`config.mk`:
```
export PLATFORM = sky130hd
export DESIGN_NAME = clock_increment
export DESIGN_NICKNAME = d
export VERILOG_FILES = /design/src/rtl/clock_increment.sv
export SDC_FILE = /design/constraint.sdc
export NUM_CORES = 1
export LEC_CHECK = 0
export CAP_MARGIN = 20
export CORE_MARGIN = 1.5
export CORE_UTILIZATION = 45
export DETAILED_ROUTE_END_ITERATION = 16
export GPL_TIMING_DRIVEN = 0
export PLACE_DENSITY_LB_ADDON = 0.3
export REMOVE_ABC_BUFFERS = 1
export SYNTH_ARGS = -nofsm -noshare
export SYNTH_HDL_FRONTEND = slang
export SYNTH_SLANG_ARGS = --single-unit
```
`constraint.sdc`:
```
create_clock -name clk -period 7.2 [get_ports clk]
set_input_delay 2.16 -clock clk [delete_from_list [all_inputs] [get_ports clk]]
set_output_delay 2.16 -clock clk [all_outputs]
set_load 0.01 [all_outputs]
```
`src/rtl/clock_increment.sv`:
```
// rtl/clock_increment.sv - programmable up-counting timer with prescaler, pause/resume and done pulse
//
// Counts from 0 up to a target latched when a run begins, advancing once every
// PRESCALE clock cycles, then parks in DONE holding the target value.
//
// Ports:
//   clk          rising-edge system clock
//   rst          asynchronous active-high reset
//   start        begins a run from IDLE/DONE, resumes from PAUSED
//   pause        freezes a run in RUN (takes precedence over start)
//   clear        synchronous return to IDLE from any state (highest precedence)
//   target       terminal count, sampled only on the cycle a run begins
//   count_output current count
//   running      high while in RUN
//   paused       high while in PAUSED
//   done         high while in DONE
//   done_pulse   one-cycle pulse on entry to DONE

module clock_increment #(
  parameter int WIDTH    = 16,
  parameter int PRESCALE = 1
) (
  input  logic             clk,
  input  logic             rst,
  input  logic             start,
  input  logic             pause,
  input  logic             clear,
  input  logic [WIDTH-1:0] target,
  output logic [WIDTH-1:0] count_output,
  output logic             running,
  output logic             paused,
  output logic             done,
  output logic             done_pulse
);

  localparam int PW = (PRESCALE > 1) ? $clog2(PRESCALE) : 1;
  localparam logic [PW-1:0] PRE_LAST = PW'(PRESCALE - 1);

  typedef enum logic [1:0] {IDLE, RUN, PAUSED, DONE} state_t;

  state_t           state;
  logic [PW-1:0]    pre_cnt;
  logic [WIDTH-1:0] target_q;
  logic [WIDTH-1:0] count_next;

  // Incremented count kept at WIDTH bits; the run stops on reaching target_q,
  // so this never needs to represent a wrapped value.
  assign count_next = count_output + 1'b1;

  always_ff @(posedge clk or posedge rst) begin
    if (rst) begin
      state        <= IDLE;
      count_output <= '0;
      pre_cnt      <= '0;
      target_q     <= '0;
      done_pulse   <= 1'b0;
    end else begin
      done_pulse <= 1'b0;
      if (clear) begin
        state        <= IDLE;
        count_output <= '0;
        pre_cnt      <= '0;
      end else begin
        case (state)
          IDLE, DONE: begin
            if (start) begin
              target_q     <= target;
              count_output <= '0;
              pre_cnt      <= '0;
              if (target == '0) begin
                state      <= DONE;
                // A held start with a zero target re-enters DONE every cycle;
                // alternate so the pulse is never high two cycles in a row.
                done_pulse <= ~done_pulse;
              end else begin
                state <= RUN;
              end
            end
          end
          RUN: begin
            // A tick on the same edge as pause is dropped: count and pre_cnt hold.
            if (pause) begin
              state <= PAUSED;
            end else if (pre_cnt == PRE_LAST) begin
              pre_cnt      <= '0;
              count_output <= count_next;
              if (count_next == target_q) begin
                state      <= DONE;
                done_pulse <= 1'b1;
              end
            end else begin
              pre_cnt <= pre_cnt + 1'b1;
            end
          end
          PAUSED: begin
            if (start && !pause) begin
              state <= RUN;
            end
          end
          default: state <= IDLE;
        endcase
      end
    end
  end

  assign running = (state == RUN);
  assign paused  = (state == PAUSED);
  assign done    = (state == DONE);

endmodule
```
==> After elaboration in Yosys (flattened, before gate mapping) <==
Cells that the tools add are included.
{ "totals": {"regBits": 36, "latch_bits": 0, "ramBits": 0, "romBits": 0, "in_bits": 21, "out_inout_bits": 20, "wordCells": 54, "mem_count": 0} }
{ "op_classes": {"addsub": 2, "n_mul": 0, "div": 0, "magnitude_cmp": 0, "n_eq_ne": 10, "shifts": 0, "muxes": 25, "bitwise_logic": 2, "reduce_logical": 10} }
{ "op_table": {"columns": ["cell", "count"], "rows": [
  ["$mux W16", 4],
  ["$pmux W16 S2", 1],
  ["$add A16 B1 Y16 const B", 1],
  ["$eq A16 B16 Y1", 1],
  ["$logic_not A16 Y1", 1],
  ["$mux W2", 7],
  ["$mux W1", 10],
  ["$ne A3 B3 Y1 const B", 3],
  ["$reduce_and A4 Y1", 2],
  ["$pmux W2 S3", 1],
  ["$reduce_and A3 Y1", 2],
  ["$eq A2 B2 Y1 const B", 2],
  ["$ne A4 B3 Y1 const B", 1],
  ["$ne A4 B4 Y1 const B", 1],
  ["$pmux W1 S2", 2],
  ["$ne A3 B2 Y1 const B", 1],
  ["$reduce_bool A3 Y1", 1],
  ["$eq A2 B1 Y1 const B", 1],
  ["$logic_not A2 Y1", 1],
  ["$not A1 Y1", 2],
  ["$reduce_or A2 Y1", 1],
  ["$add A1 B1 Y1 const B", 1],
  ["$logic_and A1 B1 Y1", 1],
  ["$logic_not A1 Y1", 1]
]} }

==> Logic depth before layout (Yosys ltp) <==
Gate-level depths: netlist of run 1.
{ "logic_depth": {"ltp_word": 7, "ltp_mapped": 9, "depth_no_buf": 8} }

==> Least setup slack after synthesis of run 1 <==
Ideal clock, no wire load.
{ "synth_timing": {"kind": "input to register", "from": "in clear", "to": "reg target_q[0]", "t_arrival_ns": 3.440, "slack_ns": 3.635, "cell_stages": 5, "cell_sequence": "clkbuf_1 > inv_1 > nand3_1 > clkbuf_1 > mux2_2"} }
{ "synth_between": {"elab_chain_cells": 2} }
{ "synth_lines": {"columns": ["element", "line_no", "rtl"], "rows": [
  ["start: declaration", "27", "input logic clear,"],
  ["$not A1 Y1 (no line)", null, null],
  ["$reduce_and A3 Y1 (no line)", null, null],
  ["end signal: assignment", "67", "target_q <= target;"],
  ["end: declaration", "43", "logic [WIDTH-1:0] target_q;"]
]} }
Every way passes these cells.
A chain may end at the register's enable or synchronous reset.

==> Worst setup path in the final report of run 1 <==
{ "layout_timing": {"from": "in start", "to": "reg count_output[3]"} }
{ "layout_between": {"elab_chain_cells": 2} }
{ "layout_lines": {"columns": ["element", "line_no", "rtl"], "rows": [
  ["start: declaration", "25", "input logic start,"],
  ["$ne A3 B3 Y1 (no line)", null, null],
  ["$reduce_and A4 Y1 (no line)", null, null],
  ["end signal: assignment", "86", "count_output <= count_next;"],
  ["end: declaration", "29", "output logic [WIDTH-1:0] count_output,"]
]} }
Every way passes these cells.

==> results of run 1 <==
## placed cells by master (no fill, tap or decap), drive strengths merged, types with 4 or more instances in the layout
master         count
clkdlybuf4s50     40
dfrtp             35
o21ai             28
nand2             23
nor2              23
mux2              16
xnor2             12
inv               11
nand3              9
nor4               9
nand4              7
o31ai              5
clkbuf             5
nor3               5
xor2               4
ha                 4
## worst max-delay path, cell delays in order
cell and delay, ns:
sky130_fd_sc_hd__clkdlybuf4s50_1 0.53, sky130_fd_sc_hd__inv_1 0.06, sky130_fd_sc_hd__nand2_1 0.10, sky130_fd_sc_hd__a31oi_1 0.31
sky130_fd_sc_hd__nor3b_2 0.79, sky130_fd_sc_hd__a21o_1 0.20, sky130_fd_sc_hd__nand2_1 0.05, sky130_fd_sc_hd__o31ai_1 0.08
## worst max-delay path by stage
stage | start | end | cells past startpoint
3_3_place_gp | start | count_output[14] | 7
4_1_cts | pause | count_output[6] | 5
5_1_grt | start | count_output[14] | 7
6_report | start | count_output[3] | 8
2_1_floorplan | start | count_output[3] | 7
3_5_place_dp | pause | count_output[6] | 5
## state kept, by name, indices dropped and copies added, names as in the netlist
signal	flops
done_pulse	1
target_q	16
count_output	16
state	2
## area by class of cell
| cell class | count | area, um^2 | share of cell area, % |
|---|---|---|---|
| clock buffers | 5 | 68.82 | 2.374 |
| clock inverters | 3 | 23.77 | 0.8200 |
| inverters | 10 | 37.54 | 1.295 |
| multi-input cells | 191 | 1374 | 47.39 |
| flip-flops and latches | 35 | 875.8 | 30.21 |
| well taps | 67 | 83.83 | 2.892 |
| repair buffers | 42 | 435.4 | 15.02 |
## routing by layer
layer	track usage (%)	up-vias	wire (um)
met5	0	-	0
met4	7.475	0	94
met3	4.418	11	227
met2	34.12	61	2473
met1	30.61	970	2482
li1	-	994	-
## cell families after synthesis
kind of cell	count (synthesis)	synth area share, %
adder cells (fa/ha/maj)	4	2.149
multiplexers	17	8.168
flip-flops	35	37.61
XOR/XNOR	16	6.018
AO/OA/AOI/OAI	61	17.46
AND/OR/NAND/NOR	93	24.99
buffers and inverters	21	3.600
## through the flow
step                util [%]  total power, mW
finish                 59.79           0.7402
detailed placement     57.88           0.5886
global placement       57.06           0.5743
CTS                    59.79           0.7451
global route           59.79           0.7932
floorplan                  -           0.5030
## power groups by stage
stage / sequential [mW] / combinational, mW / clock (mW)
floorplan: 0.288 / 0.215 / 0
detailed placement: 0.306 / 0.282 / 0
global route: 0.310 / 0.319 / 0.163
finish: 0.304 / 0.284 / 0.152
global placement: 0.304 / 0.271 / 0
CTS: 0.302 / 0.286 / 0.157
==> flow_summary.html, run 1 <==
<table>
<tr><th>Metric</th><th>Value</th></tr>
<tr><th colspan="2">Status</th></tr>
<tr><td>Outcome</td><td>completed</td></tr>
<tr><th colspan="2">Power</th></tr>
<tr><td>Seq pwr share</td><td>41.1%</td></tr>
<tr><td>Internal power</td><td>between 400 and 500 uW</td></tr>
<tr><td>Power per cell area</td><td>255.3 nW/um^2</td></tr>
<tr><td>Part of the total power dissipated in combinational logic</td><td>38.4%</td></tr>
<tr><td>Net switching share of the total power</td><td>36.94%</td></tr>
<tr><td>Maximum vdd drop</td><td>0.1597 mV</td></tr>
<tr><td>Static power due to leakage</td><td>1.174 nW</td></tr>
<tr><td>Switching power of the nets</td><td>273.4 uW</td></tr>
<tr><td>Portion of total power attributed to the clock network</td><td>20.5%</td></tr>
<tr><th colspan="2">Timing</th></tr>
<tr><td>Share of the clock period used by the worst path</td><td>56.89%</td></tr>
<tr><td>Highest attainable clock frequency</td><td>244.2 MHz</td></tr>
<tr><td>Setup TNS</td><td>0 ns</td></tr>
<tr><td>Worst Tran Pin Value</td><td>0.9136 ns</td></tr>
<tr><td>Worst hold slack across all endpoints</td><td>0.5315 ns</td></tr>
<tr><td>Total count of hold-check failures in the final report</td><td>0</td></tr>
<tr><td>Number of setup violations in the final report</td><td>0</td></tr>
<tr><td>Final number of max-transition violations</td><td>0</td></tr>
<tr><td>Time the final worst path needs with I/O delays and setup</td><td>4.096 ns</td></tr>
<tr><td>Final setup margin</td><td>3.104 ns</td></tr>
<tr><td>Final worst clock skew</td><td>0.006943 ns</td></tr>
<tr><td>Setup repair after global routing missed its margin</td><td>no</td></tr>
<tr><td>Headroom to the max-slew limit</td><td>between 30% and 40%</td></tr>
<tr><th colspan="2">Place</th></tr>
<tr><td>Worst setup timing slack at the placement stage</td><td>2.800 ns</td></tr>
<tr><td>DP Cell Count</td><td>about 350</td></tr>
<tr><td>Gp weighted congestion</td><td>roughly 0.85</td></tr>
<tr><td>Instance area at placement</td><td>2806 um^2</td></tr>
<tr><td>HPWL Detailed</td><td>3898 um</td></tr>
<tr><td>Count of input and output buffers</td><td>40</td></tr>
<tr><th colspan="2">Logic synthesis</th></tr>
<tr><td>Count leader, synth</td><td>sky130_fd_sc_hd__dfrtp_1</td></tr>
<tr><td>Area fraction of the dominant cell type after synthesis</td><td>37.61%</td></tr>
<tr><td>Post-synth design cell area</td><td>2328 um^2</td></tr>
<tr><td>Top flip-flop cell by instance count after synthesis</td><td>sky130_fd_sc_hd__dfrtp_1</td></tr>
<tr><td>Count of yosys warnings during synthesis</td><td>0</td></tr>
<tr><td>Ys async rst share</td><td>100.0%</td></tr>
<tr><td>Dominant cells by area after synthesis</td><td>sky130_fd_sc_hd__dfrtp_1 38%, sky130_fd_sc_hd__mux2_2 7.7%, sky130_fd_sc_hd__o21ai_0 6.0%</td></tr>
<tr><td>Number of enable-type register cells in the synthesized netlist</td><td>0</td></tr>
<tr><td>Cell types with the highest counts after synthesis</td><td>35 x sky130_fd_sc_hd__dfrtp_1, 28 x sky130_fd_sc_hd__o21ai_0, 22 x sky130_fd_sc_hd__nand2_1, 22 x sky130_fd_sc_hd__nor2_1, 16 x sky130_fd_sc_hd__mux2_2</td></tr>
<tr><td>Sequential share of the synthesized area</td><td>37.61%</td></tr>
<tr><td>Avg Synthesized Cell Area</td><td>9.427 um^2</td></tr>
<tr><td>Synthesized instance count</td><td>247</td></tr>
<tr><td>Number of storage elements in the synthesis netlist</td><td>35</td></tr>
<tr><td>Synth area leader</td><td>sky130_fd_sc_hd__dfrtp_1</td></tr>
<tr><td>Number of distinct library cells after synthesis</td><td>56</td></tr>
<tr><th colspan="2">Clock network</th></tr>
<tr><td>H-Tree Depth</td><td>2</td></tr>
<tr><td>Maximum clock insertion buffer count</td><td>2</td></tr>
<tr><td>Buffer cell driving the clock tree root</td><td>sky130_fd_sc_hd__clkbuf_8</td></tr>
<tr><td>Post-CTS Repair Setup Buffers</td><td>0</td></tr>
<tr><td>Insertion delay to the later sink of the worst-skew pair</td><td>0.30 ns</td></tr>
<tr><td>Post-CTS resize count</td><td>0</td></tr>
<tr><td>Number of buffers created by CTS</td><td>5</td></tr>
<tr><td>Count of clock tree sinks</td><td>35</td></tr>
<tr><td>Clock input transition at the sequential cells of the worst setup and hold paths</td><td>0.08 ns</td></tr>
<tr><td>Count of hold buffers inserted by post-cts repair</td><td>0</td></tr>
<tr><td>TritonCTS clock tree</td><td>yes</td></tr>
<tr><th colspan="2">Critical path</th></tr>
<tr><td>R2r endpoint</td><td>count_output[15]</td></tr>
<tr><td>Endpoint kind of the worst setup timing path</td><td>flip-flop</td></tr>
<tr><td>Register-to-register setup slack</td><td>4.45 ns</td></tr>
<tr><td>Launching point of the worst reg2reg path</td><td>state[0]</td></tr>
<tr><td>Worst Reg2Reg Path Length in Cells</td><td>8</td></tr>
<tr><td>CP startpoint kind</td><td>primary input</td></tr>
<tr><td>Peak fanout along the critical path</td><td>12</td></tr>
<tr><td>CP Class</td><td>in2reg</td></tr>
<tr><td>Worst endpoint required time</td><td>approximately 7.4 ns</td></tr>
<tr><td>CP Data Arrival Time</td><td>~4.3 ns</td></tr>
<tr><th colspan="2">Routing</th></tr>
<tr><td>Remaining antenna violation count after routing</td><td>0</td></tr>
<tr><td>Total vias in the final route</td><td>2036</td></tr>
<tr><td>Detailed-route wire length</td><td>~5300 um</td></tr>
<tr><td>DRC</td><td>0</td></tr>
<tr><td>Count of routing violations after the opening detailed-route iteration</td><td>around 140</td></tr>
<tr><td>Mean routed wirelength per cell</td><td>around 15 um</td></tr>
<tr><td>First-pass iteration count of the detailed router</td><td>4</td></tr>
<tr><td>Detailed-route vias per instance</td><td>5.768</td></tr>
<tr><th colspan="2">Global route</th></tr>
<tr><td>Pin count of the biggest net entering global routing</td><td>21</td></tr>
<tr><td>Wire length of the first global-routing pass</td><td>~9300 um</td></tr>
<tr><td>Gr ovfl total</td><td>0</td></tr>
<tr><td>Total GRT Usage</td><td>21.95%</td></tr>
<tr><td>Via count of the first global-routing pass</td><td>1919</td></tr>
<tr><td>Number of antenna violations at the first check in global routing</td><td>0</td></tr>
<tr><th colspan="2">Job</th></tr>
<tr><td>Max-cap violation count</td><td>0</td></tr>
<tr><th colspan="2">Floorplanning</th></tr>
<tr><td>Placement Rows</td><td>25</td></tr>
<tr><td>Floorplan die width</td><td>74.94 um</td></tr>
<tr><td>Number of top-level pins</td><td>41</td></tr>
<tr><td>Area of the die</td><td>approximately 5600 um^2</td></tr>
<tr><td>Die boundary height</td><td>74.94 um</td></tr>
<tr><td>Placeable core region</td><td>4848 um^2</td></tr>
<tr><td>Effective utilization at floorplan</td><td>48.03%</td></tr>
<tr><th colspan="2">Worst hold path</th></tr>
<tr><td>Hold WC Path Type</td><td>reg2reg</td></tr>
<tr><td>Endpoint of the worst hold path</td><td>target_q[1]</td></tr>
<tr><td>Worst Min Path Start</td><td>target_q[1]</td></tr>
<tr><td>Number of instances on the worst hold path</td><td>1</td></tr>
<tr><th colspan="2">Layout</th></tr>
<tr><td>Layout cell share with drive strength beyond 1</td><td>15.03%</td></tr>
<tr><td>Signed area change from the synthesized netlist to the final layout</td><td>24.50%</td></tr>
<tr><td>Layout Cell Area excl Fill</td><td>2899 um^2</td></tr>
<tr><td>Diode count</td><td>0</td></tr>
<tr><td>Filler Cells Inserted</td><td>around 430</td></tr>
<tr><td>Count of placed standard cells in the final layout, fillers left out</td><td>353</td></tr>
<tr><td>Final net count</td><td>310</td></tr>
</table>
Note: power is estimated with default switching activity, not from simulation.
==> run 2, diff against run 1 <==
==> constraint.sdc (replaced) <==
create_clock -name clk -period 4.1 [get_ports clk]
set_input_delay 1.23 -clock clk [delete_from_list [all_inputs] [get_ports clk]]
set_output_delay 1.23 -clock clk [all_outputs]
set_load 0.01 [all_outputs]
==> results of run 2 <==
The final DEF is identical to that of run 1. Status: completed.
Among the figures that moved: setup slack after placement 2.800 ns -> 0.6303 ns; setup slack after layout 3.104 ns -> 0.9343 ns; register-to-register setup slack 4.45 ns -> 1.35 ns; total power 0.7402 mW -> 1.300 mW; worst IR drop on VDD 0.1597 mV -> 0.2805 mV
==> run 3, diff against run 2 <==
==> constraint.sdc (replaced) <==
create_clock -name clk -period 3.1 [get_ports clk]
set_input_delay 0.93 -clock clk [delete_from_list [all_inputs] [get_ports clk]]
set_output_delay 0.93 -clock clk [all_outputs]
set_load 0.01 [all_outputs]
==> run 3 against run 2 <==
Compared with the run above:
- sequential cell count stayed put
- first-iteration DRC count is 0.74% higher
- count of clock-buffer cells in the layout stayed put
- combinational power is 33% higher
- total power is 33% higher
- core utilization is 0.13 points higher
- critical endpoint is now count_output[6]
==> flow_summary.html, run 3 (synthesis results as in run 1) <==
<table>
<tr><th>Metric</th><th>Value</th></tr>
<tr><th colspan="2">Status</th></tr>
<tr><td>Outcome</td><td>completed</td></tr>
<tr><th colspan="2">Global route</th></tr>
<tr><td>Number of antenna violations at the first check in global routing</td><td>0</td></tr>
<tr><td>Gr ovfl total</td><td>0</td></tr>
<tr><td>Total GRT Usage</td><td>21.95%</td></tr>
<tr><td>Wire length of the first global-routing pass</td><td>just over 9000 um</td></tr>
<tr><td>Via count of the first global-routing pass</td><td>1919</td></tr>
<tr><td>Pin count of the biggest net entering global routing</td><td>21</td></tr>
<tr><th colspan="2">Clock network</th></tr>
<tr><td>Clock input transition at the sequential cells of the worst setup and hold paths</td><td>0.08 ns</td></tr>
<tr><td>H-Tree Depth</td><td>2</td></tr>
<tr><td>Count of hold buffers inserted by post-cts repair</td><td>0</td></tr>
<tr><td>TritonCTS clock tree</td><td>yes</td></tr>
<tr><td>Post-CTS Repair Setup Buffers</td><td>0</td></tr>
<tr><td>Maximum clock insertion buffer count</td><td>2</td></tr>
<tr><td>Number of buffers created by CTS</td><td>5</td></tr>
<tr><td>Count of clock tree sinks</td><td>35</td></tr>
<tr><td>Insertion delay to the later sink of the worst-skew pair</td><td>~0.3 ns</td></tr>
<tr><td>Buffer cell driving the clock tree root</td><td>sky130_fd_sc_hd__clkbuf_8</td></tr>
<tr><th colspan="2">Routing</th></tr>
<tr><td>Mean routed wirelength per cell</td><td>approximately 15 um</td></tr>
<tr><td>Count of routing violations after the opening detailed-route iteration</td><td>136</td></tr>
<tr><td>First-pass iteration count of the detailed router</td><td>4</td></tr>
<tr><td>Detailed-route vias per instance</td><td>5.717</td></tr>
<tr><td>Detailed-route wire length</td><td>5263 um</td></tr>
<tr><td>Total vias in the final route</td><td>2018</td></tr>
<tr><td>DRC</td><td>0</td></tr>
<tr><td>Remaining antenna violation count after routing</td><td>0</td></tr>
<tr><th colspan="2">Layout</th></tr>
<tr><td>Biggest regs</td><td>count_output: 16 flops, target_q: 16 flops, state: 2 flops</td></tr>
<tr><td>Diode count</td><td>0</td></tr>
<tr><td>Layout cell share with drive strength beyond 1</td><td>15.03%</td></tr>
<tr><td>Commonest cells after routing, fill and taps aside</td><td>40 x sky130_fd_sc_hd__clkdlybuf4s50_1, 35 x sky130_fd_sc_hd__dfrtp_1, 28 x sky130_fd_sc_hd__o21ai_0, 22 x sky130_fd_sc_hd__nand2_1, 22 x sky130_fd_sc_hd__nor2_1</td></tr>
<tr><td>Final Util</td><td>about three fifths</td></tr>
<tr><td>Layout Cell Area excl Fill</td><td>2905 um^2</td></tr>
<tr><td>Final net count</td><td>between 300 and 400</td></tr>
<tr><td>Most frequent standard cell in the layout excluding fill and tap cells</td><td>sky130_fd_sc_hd__clkdlybuf4s50_1</td></tr>
<tr><td>Signed area change from the synthesized netlist to the final layout</td><td>24.77%</td></tr>
<tr><th colspan="2">Job</th></tr>
<tr><td>Max-cap violation count</td><td>0</td></tr>
<tr><th colspan="2">Power</th></tr>
<tr><td>Maximum vdd drop</td><td>~0.37 mV</td></tr>
<tr><td>Power per cell area</td><td>593.8 nW/um^2</td></tr>
<tr><td>Portion of total power attributed to the clock network</td><td>20.4%</td></tr>
<tr><td>Static power due to leakage</td><td>around 1.2 nW</td></tr>
<tr><td>Switching power of the nets</td><td>637.2 uW</td></tr>
<tr><td>Part of the total power dissipated in combinational logic</td><td>38.7%</td></tr>
<tr><td>Net switching share of the total power</td><td>36.94%</td></tr>
<tr><td>Seq pwr share</td><td>approximately 41%</td></tr>
<tr><td>Internal power</td><td>1.088 mW</td></tr>
<tr><th colspan="2">Timing</th></tr>
<tr><td>Number of setup violations in the final report</td><td>0</td></tr>
<tr><td>Highest attainable clock frequency</td><td>351.1 MHz</td></tr>
<tr><td>Headroom to the max-slew limit</td><td>about 34%</td></tr>
<tr><td>Share of the clock period used by the worst path</td><td>91.87%</td></tr>
<tr><td>Final number of max-transition violations</td><td>0</td></tr>
<tr><td>Time the final worst path needs with I/O delays and setup</td><td>2.848 ns</td></tr>
<tr><td>Total count of hold-check failures in the final report</td><td>0</td></tr>
<tr><td>Worst hold slack across all endpoints</td><td>0.5317 ns</td></tr>
<tr><td>Final setup margin</td><td>roughly 0.25 ns</td></tr>
<tr><td>Worst Tran Pin Value</td><td>about 1 ns</td></tr>
<tr><td>Setup repair after global routing missed its margin</td><td>no</td></tr>
<tr><td>Setup TNS</td><td>0 ns</td></tr>
<tr><td>Final worst clock skew</td><td>0.007029 ns</td></tr>
<tr><th colspan="2">Place</th></tr>
<tr><td>Count of input and output buffers</td><td>40</td></tr>
<tr><td>HPWL Detailed</td><td>3898 um</td></tr>
<tr><td>Gp weighted congestion</td><td>0.8527</td></tr>
<tr><td>Instance area at placement</td><td>2806 um^2</td></tr>
<tr><td>Worst setup timing slack at the placement stage</td><td>-0.06974 ns</td></tr>
<tr><th colspan="2">Critical path</th></tr>
<tr><td>Worst endpoint required time</td><td>3.33 ns</td></tr>
<tr><td>CP Class</td><td>in2reg</td></tr>
<tr><td>List of cells traversed by the critical path</td><td>clkdlybuf4s50_1, nor2b_1, nand4_1, or3_1, o21ai_0</td></tr>
<tr><td>Start point of the critical path</td><td>pause</td></tr>
<tr><td>CP startpoint kind</td><td>primary input</td></tr>
<tr><td>Worst Reg2Reg Path Length in Cells</td><td>8</td></tr>
<tr><td>CP Data Arrival Time</td><td>3.08 ns</td></tr>
<tr><td>Register-to-register setup slack</td><td>0.40 ns</td></tr>
<tr><td>Endpoint kind of the worst setup timing path</td><td>flip-flop</td></tr>
<tr><td>Capture point of the critical path</td><td>count_output[6]</td></tr>
<tr><td>Cell with the largest stage delay on the worst path</td><td>sky130_fd_sc_hd__nand4_1</td></tr>
<tr><td>R2r endpoint</td><td>state[0]</td></tr>
<tr><td>CP peak stage delay</td><td>0.68 ns</td></tr>
<tr><td>Launching point of the worst reg2reg path</td><td>count_output[0]</td></tr>
<tr><td>Peak fanout along the critical path</td><td>18</td></tr>
<tr><th colspan="2">Worst hold path</th></tr>
<tr><td>Hold WC Path Type</td><td>reg2reg</td></tr>
<tr><th colspan="2">Floorplanning</th></tr>
<tr><td>Number of top-level pins</td><td>between 40 and 50</td></tr>
<tr><td>Area of the die</td><td>5615 um^2</td></tr>
<tr><td>Die boundary height</td><td>roughly 75 um</td></tr>
<tr><td>Effective utilization at floorplan</td><td>between 40% and 50%</td></tr>
<tr><td>Floorplan die width</td><td>74.94 um</td></tr>
<tr><td>Placeable core region</td><td>4848 um^2</td></tr>
<tr><td>Placement Rows</td><td>25</td></tr>
</table>
-- run 3: cell counts in the layout (fill, tap and decap cells not counted) --
No cell type changed its count.
-- run 3: cell type report --
cell class,count,area [um^2]
fill,421,1943
timing repair buffer,42,435.4
tap,67,83.83
inverter,10,37.54
sequential,35,875.8
clock inverter,3,23.77
clock buffer,5,68.82
multi-input combinational,191,1380
-- run 3: worst min path at each step --
stage                  from  cells past startpoint            to
6_report        target_q[0]                      1   target_q[0]
3_3_place_gp    target_q[1]                      1   target_q[1]
2_1_floorplan  target_q[15]                      1  target_q[15]
5_1_grt         target_q[0]                      1   target_q[0]
4_1_cts         target_q[1]                      1   target_q[1]
3_5_place_dp    target_q[1]                      1   target_q[1]
-- run 3: power by group through the flow --
| stage | Sequential, mW | Clock (mW) | Combinational, mW |
|---|---|---|---|
| floorplan | 0.670 | 0 | 0.499 |
| global placement | 0.706 | 0 | 0.628 |
| detailed placement | 0.711 | 0 | 0.656 |
| CTS | 0.702 | 0.364 | 0.664 |
| global route | 0.721 | 0.380 | 0.746 |
| finish | 0.706 | 0.352 | 0.667 |
-- run 3: through the flow --
step           total power [mW]  std cells
2_1_floorplan             1.168        236
3_3_place_gp              1.334        343
3_5_place_dp              1.367        345
4_1_cts                   1.730        353
5_1_grt                   1.846        353
6_report                  1.725        353
-- run 3: what timing repair did --
| action | CTS | global route |
|---|---|---|
| endpoints found under the hold margin | 0 | 0 |
| endpoints found under the setup margin | 0 | 1 |
| gates resized for setup | 0 | 1 |
-- run 3: critical path, delay by kind of cell --
family / cells / cell delay, ns
AND/OR/NAND/NOR: 3 / 1.59
buffers and inverters: 1 / 0.47
AO/OA/AOI/OAI: 1 / 0.08
-- run 3: metal layers --
layer / vias to the layer above / wire, um / GRT usage [%]
li1: 991 / - / -
met1: 965 / 2469 / 30.61
met2: 53 / 2505 / 34.12
met3: 9 / 212 / 4.418
met4: 0 / 76 / 7.475
met5: - / 0 / 0
